$ cat src/rtl/perceptron_train_ctrl_if.sv
// Bundle of the training-request, predictor read-port and weight-table signals
// shared between the perceptron training controller and its surroundings.
interface perceptron_train_ctrl_if #(
  parameter int NUM_PERCEPTRONS = 128,
  parameter int HISTORY_LENGTH  = 32,
  parameter int WEIGHT_WIDTH    = 8
) ();
  localparam int ADDR_WIDTH = $clog2(NUM_PERCEPTRONS);
  localparam int SUM_WIDTH  = WEIGHT_WIDTH + $clog2(HISTORY_LENGTH + 1) + 1;
  localparam int VEC_W      = (HISTORY_LENGTH + 1) * WEIGHT_WIDTH;

  // Training requests from branch resolution
  logic                      trn_valid;
  logic                      trn_ready;
  logic [ADDR_WIDTH-1:0]     trn_idx;
  logic [HISTORY_LENGTH-1:0] trn_hist;
  logic                      trn_taken;
  logic [SUM_WIDTH-1:0]      trn_y;

  // Predictor read-port request
  logic                      pred_req;
  logic [ADDR_WIDTH-1:0]     pred_addr;
  logic                      pred_grant;

  // Weight table ports
  logic [ADDR_WIDTH-1:0]     tbl_raddr;
  logic [VEC_W-1:0]          tbl_rdata;
  logic                      tbl_we;
  logic [ADDR_WIDTH-1:0]     tbl_waddr;
  logic [VEC_W-1:0]          tbl_wdata;

  // Controller side
  modport slave (
    input  trn_valid, trn_idx, trn_hist, trn_taken, trn_y,
    input  pred_req, pred_addr, tbl_rdata,
    output trn_ready, pred_grant, tbl_raddr, tbl_we, tbl_waddr, tbl_wdata
  );

  // Requester / table side
  modport master (
    output trn_valid, trn_idx, trn_hist, trn_taken, trn_y,
    output pred_req, pred_addr, tbl_rdata,
    input  trn_ready, pred_grant, tbl_raddr, tbl_we, tbl_waddr, tbl_wdata
  );
endinterface

$ cat src/rtl/perceptron_train_ctrl.sv
// Perceptron weight-table controller: clears the table after reset, queues
// filtered training requests and read-modify-writes one weight vector per
// request, yielding the shared read port to the predictor whenever it asks.
module perceptron_train_ctrl #(
  parameter int NUM_PERCEPTRONS = 128,
  parameter int HISTORY_LENGTH  = 32,
  parameter int WEIGHT_WIDTH    = 8,
  parameter int ADDR_WIDTH      = $clog2(NUM_PERCEPTRONS),
  parameter int SUM_WIDTH       = WEIGHT_WIDTH + $clog2(HISTORY_LENGTH + 1) + 1,
  parameter int THETA           = 75,
  parameter int FIFO_DEPTH      = 4
) (
  input  logic                   clk,
  input  logic                   rst,
  perceptron_train_ctrl_if.slave bus,
  output logic                   init_done,
  output logic                   busy,
  output logic [31:0]            train_cnt,
  output logic [31:0]            skip_cnt
);
  localparam int NUM_W = HISTORY_LENGTH + 1;
  localparam int VEC_W = NUM_W * WEIGHT_WIDTH;
  localparam int PTR_W = $clog2(FIFO_DEPTH) + 1;
  localparam logic [WEIGHT_WIDTH-1:0] W_MAX = {1'b0, {(WEIGHT_WIDTH-1){1'b1}}};
  localparam logic [WEIGHT_WIDTH-1:0] W_MIN = {1'b1, {(WEIGHT_WIDTH-1){1'b0}}};

  typedef enum logic [1:0] {S_INIT, S_IDLE, S_READ, S_WRITE} state_t;

  typedef struct packed {
    logic [ADDR_WIDTH-1:0]     idx;
    logic [HISTORY_LENGTH-1:0] hist;
    logic                      taken;
  } req_t;

  state_t                state;
  logic [ADDR_WIDTH-1:0] sweep_addr;
  logic                  init_done_q;
  logic                  we_q;
  logic [ADDR_WIDTH-1:0] waddr_q;
  logic [VEC_W-1:0]      wdata_q;

  req_t                  fifo_mem [FIFO_DEPTH];
  logic [PTR_W-1:0]      rd_ptr, wr_ptr;
  logic                  fifo_empty, fifo_full;
  req_t                  head, incoming;

  logic [SUM_WIDTH:0]    y_ext, y_abs;
  logic                  mispredict, need_train;
  logic                  ready, grant, accept, push, skip, pop;

  // One saturating +/-1 step on a two's-complement weight
  function automatic logic [WEIGHT_WIDTH-1:0] sat_step(input logic [WEIGHT_WIDTH-1:0] w,
                                                       input logic up);
    if (up) return (w == W_MAX) ? w : w + WEIGHT_WIDTH'(1);
    return (w == W_MIN) ? w : w - WEIGHT_WIDTH'(1);
  endfunction

  // Perceptron learning rule over a full packed weight vector
  function automatic logic [VEC_W-1:0] train_vec(input logic [VEC_W-1:0] cur, input req_t r);
    logic [VEC_W-1:0] nxt;
    nxt = cur;
    nxt[0 +: WEIGHT_WIDTH] = sat_step(cur[0 +: WEIGHT_WIDTH], r.taken);
    for (int i = 1; i < NUM_W; i++)
      nxt[i*WEIGHT_WIDTH +: WEIGHT_WIDTH] =
        sat_step(cur[i*WEIGHT_WIDTH +: WEIGHT_WIDTH], r.hist[i-1] == r.taken);
    return nxt;
  endfunction

  assign fifo_empty = (rd_ptr == wr_ptr);
  assign fifo_full  = ((wr_ptr - rd_ptr) == PTR_W'(FIFO_DEPTH));
  assign head       = fifo_mem[rd_ptr[PTR_W-2:0]];
  assign incoming   = '{idx: bus.trn_idx, hist: bus.trn_hist, taken: bus.trn_taken};

  // Training filter: |y| is formed one bit wider so the most-negative y has a magnitude
  assign y_ext      = {bus.trn_y[SUM_WIDTH-1], bus.trn_y};
  assign y_abs      = y_ext[SUM_WIDTH] ? (~y_ext + (SUM_WIDTH+1)'(1)) : y_ext;
  assign mispredict = (!bus.trn_y[SUM_WIDTH-1]) != bus.trn_taken;
  assign need_train = mispredict | (y_abs <= (SUM_WIDTH+1)'(THETA));

  // Handshake and read-port arbitration; the predictor always wins the port
  assign ready  = !rst & init_done_q & !fifo_full;
  assign grant  = !rst & bus.pred_req & init_done_q;
  assign accept = bus.trn_valid & ready;
  assign push   = accept & need_train;
  assign skip   = accept & !need_train;
  assign pop    = (state == S_READ) & !grant;

  assign bus.trn_ready  = ready;
  assign bus.pred_grant = grant;
  assign bus.tbl_raddr  = grant ? bus.pred_addr : head.idx;
  assign bus.tbl_we     = !rst & we_q;
  assign bus.tbl_waddr  = (state == S_INIT) ? sweep_addr : waddr_q;
  assign bus.tbl_wdata  = (state == S_INIT) ? '0 : wdata_q;

  assign init_done = !rst & init_done_q;
  assign busy      = rst | (state != S_IDLE) | !fifo_empty;

  // Request queue storage
  // NOTE: the queue array has no reset; the pointers alone decide which entries are live.
  always_ff @(posedge clk) begin
    if (push) fifo_mem[wr_ptr[PTR_W-2:0]] <= incoming;
  end

  // Queue pointers and event counters
  always_ff @(posedge clk) begin
    if (rst) begin
      rd_ptr    <= '0;
      wr_ptr    <= '0;
      train_cnt <= '0;
      skip_cnt  <= '0;
    end else begin
      if (push)              wr_ptr    <= wr_ptr + PTR_W'(1);
      if (pop)               rd_ptr    <= rd_ptr + PTR_W'(1);
      if (state == S_WRITE)  train_cnt <= train_cnt + 32'd1;
      if (skip)              skip_cnt  <= skip_cnt + 32'd1;
    end
  end

  // Sequencer: clear sweep, then read-modify-write of queued requests
  // NOTE: every register here uses <= so all of them sample pre-edge values together.
  always_ff @(posedge clk) begin
    if (rst) begin
      state       <= S_INIT;
      sweep_addr  <= '0;
      init_done_q <= 1'b0;
      we_q        <= 1'b1;
      waddr_q     <= '0;
      wdata_q     <= '0;
    end else begin
      case (state)
        S_INIT: begin
          sweep_addr <= sweep_addr + ADDR_WIDTH'(1);
          if (sweep_addr == ADDR_WIDTH'(NUM_PERCEPTRONS - 1)) begin
            state       <= S_IDLE;
            we_q        <= 1'b0;
            init_done_q <= 1'b1;
          end
        end
        S_IDLE: begin
          if (!fifo_empty) state <= S_READ;
        end
        S_READ: begin
          // The previous WRITE has already committed, so async read data is current.
          if (!grant) begin
            state   <= S_WRITE;
            we_q    <= 1'b1;
            waddr_q <= head.idx;
            wdata_q <= train_vec(bus.tbl_rdata, head);
          end
        end
        S_WRITE: begin
          we_q  <= 1'b0;
          state <= fifo_empty ? S_IDLE : S_READ;
        end
        default: state <= S_INIT;
      endcase
    end
  end
endmodule

$ cat src/flat_wrapper.sv
// flat-port wrapper written by rule: the top's interface ports become plain ports
module perceptron_train_ctrl_flat 
#(
  parameter int NUM_PERCEPTRONS = 128,
  parameter int HISTORY_LENGTH  = 32,
  parameter int WEIGHT_WIDTH    = 8,
  parameter int ADDR_WIDTH      = $clog2(NUM_PERCEPTRONS),
  parameter int SUM_WIDTH       = WEIGHT_WIDTH + $clog2(HISTORY_LENGTH + 1) + 1,
  parameter int THETA           = 75,
  parameter int FIFO_DEPTH      = 4
)
  (clk, rst, init_done, busy, train_cnt, skip_cnt, bus_trn_valid, bus_trn_idx, bus_trn_hist, bus_trn_taken, bus_trn_y, bus_pred_req, bus_pred_addr, bus_tbl_rdata, bus_trn_ready, bus_pred_grant, bus_tbl_raddr, bus_tbl_we, bus_tbl_waddr, bus_tbl_wdata);
  perceptron_train_ctrl_if #(.NUM_PERCEPTRONS(NUM_PERCEPTRONS), .HISTORY_LENGTH(HISTORY_LENGTH), .WEIGHT_WIDTH(WEIGHT_WIDTH)) bus_i ();
  input  logic clk;
  input  logic rst;
  output logic init_done;
  output logic busy;
  output logic [31:0] train_cnt;
  output logic [31:0] skip_cnt;
  input wire logic [$bits(bus_i.trn_valid)-1:0] bus_trn_valid;
  input wire logic [$bits(bus_i.trn_idx)-1:0] bus_trn_idx;
  input wire logic [$bits(bus_i.trn_hist)-1:0] bus_trn_hist;
  input wire logic [$bits(bus_i.trn_taken)-1:0] bus_trn_taken;
  input wire logic [$bits(bus_i.trn_y)-1:0] bus_trn_y;
  input wire logic [$bits(bus_i.pred_req)-1:0] bus_pred_req;
  input wire logic [$bits(bus_i.pred_addr)-1:0] bus_pred_addr;
  input wire logic [$bits(bus_i.tbl_rdata)-1:0] bus_tbl_rdata;
  output wire logic [$bits(bus_i.trn_ready)-1:0] bus_trn_ready;
  output wire logic [$bits(bus_i.pred_grant)-1:0] bus_pred_grant;
  output wire logic [$bits(bus_i.tbl_raddr)-1:0] bus_tbl_raddr;
  output wire logic [$bits(bus_i.tbl_we)-1:0] bus_tbl_we;
  output wire logic [$bits(bus_i.tbl_waddr)-1:0] bus_tbl_waddr;
  output wire logic [$bits(bus_i.tbl_wdata)-1:0] bus_tbl_wdata;
  assign bus_i.trn_valid = bus_trn_valid;
  assign bus_i.trn_idx = bus_trn_idx;
  assign bus_i.trn_hist = bus_trn_hist;
  assign bus_i.trn_taken = bus_trn_taken;
  assign bus_i.trn_y = bus_trn_y;
  assign bus_i.pred_req = bus_pred_req;
  assign bus_i.pred_addr = bus_pred_addr;
  assign bus_i.tbl_rdata = bus_tbl_rdata;
  assign bus_trn_ready = bus_i.trn_ready;
  assign bus_pred_grant = bus_i.pred_grant;
  assign bus_tbl_raddr = bus_i.tbl_raddr;
  assign bus_tbl_we = bus_i.tbl_we;
  assign bus_tbl_waddr = bus_i.tbl_waddr;
  assign bus_tbl_wdata = bus_i.tbl_wdata;
  perceptron_train_ctrl #(.NUM_PERCEPTRONS(NUM_PERCEPTRONS), .HISTORY_LENGTH(HISTORY_LENGTH), .WEIGHT_WIDTH(WEIGHT_WIDTH), .ADDR_WIDTH(ADDR_WIDTH), .SUM_WIDTH(SUM_WIDTH), .THETA(THETA), .FIFO_DEPTH(FIFO_DEPTH)) u_core (.clk(clk), .rst(rst), .bus(bus_i), .init_done(init_done), .busy(busy), .train_cnt(train_cnt), .skip_cnt(skip_cnt));
endmodule
$ cat config.mk
export PLATFORM = sky130hd
export DESIGN_NAME = perceptron_train_ctrl_flat
export DESIGN_NICKNAME = d
export VERILOG_FILES = /design/src/rtl/perceptron_train_ctrl_if.sv /design/src/rtl/perceptron_train_ctrl.sv /design/src/flat_wrapper.sv
export SDC_FILE = /design/constraint.sdc
export NUM_CORES = 2
export LEC_CHECK = 0
export ABC_AREA = 0
export ABC_CLOCK_PERIOD_IN_PS = 5700
export BUFFER_PORTS_ARGS = -buffer_cell sky130_fd_sc_hd__buf_4
export CORE_AREA = 2 2 261 263
export DETAILED_ROUTE_END_ITERATION = 8
export DIE_AREA = 0 0 263 265
export PLACE_DENSITY = 0.83
export SLEW_MARGIN = 20
export SYNTH_ARGS = -nofsm -noshare
export SYNTH_HDL_FRONTEND = slang
export SYNTH_SLANG_ARGS = --single-unit
$ cat constraint.sdc
create_clock -name clk -period 5.7 [get_ports clk]
set_input_delay 1.425 -clock clk [delete_from_list [all_inputs] [get_ports clk]]
set_output_delay 1.425 -clock clk [all_outputs]
set_load 0.02 [all_outputs]
==> metrics.csv <==
stage,metric,value,unit
cells_and_area,num-fill-cells,5715,
logic_synthesis,yosysTopAreaCellShare,21.1,%
logic_synthesis,seq_area_frac_synth,35.3,%
floorplanning,io-pin-count,677,
placement,port_buffers,676,
clock_tree,numClockSinks,514,
worst_hold_path,hp-start,u_core.wdata_q[248]$_SDFFE_PP0P_,
power_and_ir_drop,p_clk_share,40.2,%
clock_tree,post_cts.repair.setup_buffers,0,
logic_synthesis,ys_top_cells_by_area,"dfxtp_1 (21%), edfxtp_1 (14%), nor2b_1 (5.5%)",
job,maxCapViolCount,0,
critical_path,required,4.28,ns
timing,finalClockSkew,0.0131,ns
timing,finalSetupTns,0,ns
critical_path,reg2reg_depth,8,
floorplanning,rows,95,
logic_synthesis,avgSynthCellArea,8.20,µm²
critical_path,critPathKind,in -> out,
power_and_ir_drop,p_sw,2.76,mW
power_and_ir_drop,power.leakage,15.6,nW
drt,wl_per_cell,20.4,µm
cells_and_area,seqCellArea,0.0119,mm²
logic_synthesis,synth_cell_types,99,
critical_path,startpoint_type,primary input,
critical_path,cp-end-kind,primary output,
cells_and_area,nNetsFinal,5046,
cells_and_area,multi_input_area,0.0203,mm²
floorplanning,die-area,0.0697,mm²
critical_path,path_max_fanout,65,
power_and_ir_drop,peakVddDrop,215,µV
floorplanning,fp.dieW,263,µm
global_route,overflow,0,
logic_synthesis,synth_common_cells,"nand2_1 (435), nor2_1 (365), dfxtp_1 (354)",
logic_synthesis,synth_nets,4542,
floorplanning,initial_core_util,50.4,%
critical_path,timing.rr.end,u_core.wdata_q[145]$_SDFFE_PP0P_,
logic_synthesis,ys_ff_latch,514,
clock_tree,cts.repair.resized,0,
clock_tree,ctsHtreeMaxLevel,2,
cells_and_area,fin_cells,5551,
placement,place.gp.congestion,0.964,
cells_and_area,area_growth,22.1,%
power_and_ir_drop,internal_power,6.89,mW
cells_and_area,drive_gt1_share,19.5,%
critical_path,cp.arrival,3.01,ns
logic_synthesis,async_flop_share,0,%
logic_synthesis,synth_ff_type,dfxtp_1,
power_and_ir_drop,pwr-share-comb,18.6,%
timing,slew_viol_final,0,
global_route,antenna_found_initial,29,
drt,postRouteWirelength,113,mm
timing,tightest_slew,1.09,ns
drt,antenna_left,0,
global_route,grt_max_degree,141,
placement,placed_cell_area,0.0391,mm²
timing,fin_crit,4.43,ns
power_and_ir_drop,pwr-share-seq,41.2,%
clock_tree,cts-hold-fix-buffers,0,
clock_tree,path_clk_slew,0.06,ns
drt,vias_per_cell,6.07,
drt,drt_first_iter_violations,3209,
floorplanning,core-area,0.0668,mm²
drt,vias,33700,
clock_tree,clock_path_buffers,3,
global_route,grt_use_total,30.6,%
clock_tree,numCtsBuffers,56,
logic_synthesis,synth_edf_count,160,
timing,rsz0062_at_grt,no,
clock_tree,cts_tree,done,
drt,drc,0,
power_and_ir_drop,power_density,235,mW/mm²
cells_and_area,postLayoutCellArea,0.0411,mm²
critical_path,regToRegStartpoint,u_core.fifo_mem[1][0]$_DFFE_PP_,
timing,finalHoldViolCount,0,
global_route,grt_pass1_wl,172,mm
logic_synthesis,synthCells,4102,
floorplanning,die_h,265,µm
worst_hold_path,hold_path_class,reg -> reg,
logic_synthesis,synth_warnings,0,
clock_tree,cts-root-buf,clkbuf_16,
placement,dp_hpwl,82.6,mm
critical_path,rrSetupSlack,2.05,ns
drt,first_pass_iters,6,
timing,finalSetupViolCount,0,
outcome,outcome,"complete, no violations",
global_route,grt_pass1_vias,30400,
logic_synthesis,yosysMostFrequentCell,nand2_1,
worst_hold_path,hold_path_depth,2,
timing,fmax,0.226,GHz
placement,placed_cells,5421,
timing,slew_headroom,27.2,%
clock_tree,clk_latency,0.63,ns
worst_hold_path,holdPathEnd,u_core.wdata_q[248]$_SDFFE_PP0P_,
power_and_ir_drop,switching_share,28.6,%
logic_synthesis,netlist_area,0.0336,mm²
timing,min_period_over_period,77.8,%
logic_synthesis,synth_top_area_cell,dfxtp_1,
## power by group through the flow
stage | sequential [mW] | combinational (mW) | clock, mW
after floorplan | 4.02 | 1.15 | 0
after global placement | 4.05 | 1.73 | 0
after detailed placement | 4.05 | 1.77 | 0
after CTS | 3.97 | 1.77 | 3.91
after global routing | 3.99 | 1.96 | 4.04
final | 3.98 | 1.79 | 3.88
## placed cells by master, fill, tap and decap left out, drive strengths merged, types with 39 or more instances in the layout
master  Yosys  final
and3       56     56
dfxtp     354    354
nor2      365    365
nor4       39     39
edfxtp    160    160
o21ai     259    259
mux4       40     40
clkbuf    220     74
a21oi     277    277
nor2b     298    298
nor3      172    172
buf        41    706
or3        50     50
nand4      56     56
a211oi     44     44
xnor2     121    121
xor2      113    113
nand3     168    168
nand2b     41     41
nand2     435    435
o211ai     41     41
a31oi      53     53
inv       113    115
ha        110    110
## flip-flops by register name, summed over array words and instances, names as in the netlist, named ones only
register            count
u_core.wdata_q        264
u_core.fifo_mem       160
u_core.skip_cnt        32
u_core.train_cnt       32
u_core.sweep_addr       7
u_core.waddr_q          7
u_core.rd_ptr           3
u_core.wr_ptr           3
u_core.state            2
u_core.init_done_q      1
u_core.we_q             1
## stage by stage
stage          hold slack [ns]  util (%)  worst slack [ns]  power, mW
3_5_place_dp             0.436      58.5             0.862       5.82
6_report                 0.445      61.5              1.27       9.65
3_3_place_gp             0.426      58.5             0.883       5.77
5_1_grt                  0.462      61.5              1.18       9.99
2_1_floorplan            0.412         -             0.905       5.16
4_1_cts                  0.447      61.4              1.28       9.66
## how the worst max path moves through the flow
| stage | startpoint | to | slack, ns | cells past startpoint |
|---|---|---|---|---|
| floorplan | bus_trn_y[0] | u_core.fifo_mem[3][0]$_DFFE_PP_ | 0.91 | 8 |
| global placement | bus_trn_y[0] | u_core.fifo_mem[2][8]$_DFFE_PP_ | 0.88 | 10 |
| detailed placement | bus_trn_y[0] | u_core.fifo_mem[2][8]$_DFFE_PP_ | 0.86 | 10 |
| CTS | rst | bus_tbl_raddr[1] | 1.28 | 5 |
| global route | rst | bus_tbl_raddr[1] | 1.18 | 5 |
| finish | rst | bus_tbl_raddr[1] | 1.27 | 5 |
## routing by layer
metal  part of all wire [%]  wire length [µm]  track usage [%]  up-vias
li1                       -                 -                -    15900
met1                     40             45300             39.2    15900
met2                     46             52100             48.8     1552
met3                    8.5              9570             6.03      327
met4                    5.4              6150             16.5        6
met5                  0.041                46                0        -
## logic make-up after synthesis
logic type,synth area share (%)
multiplexers,4.06
AND/OR/NAND/NOR,27.5
buffers and inverters,4.54
XOR/XNOR,6.16
adder cells (fa/ha/maj),4.09
flip-flops,35.3
AO/OA/AOI/OAI,18.3
## worst max-delay path, cell delays in order
cell and delay, ns:
clkbuf_8 0.41, nor2b_1 0.15, nand2_1 0.43, mux2_2 0.41
buf_4 0.16
## cell type report
class                   count  area share (%)
multi-input cells        3214            49.3
clock buffers              73            3.76
clock inverters            29           0.956
diodes                     28           0.171
inverters                 113            1.03
repair buffers            707            13.1
flip-flops and latches    514            29.0
well taps                 873            2.66
(Power assumes the default switching activity.)
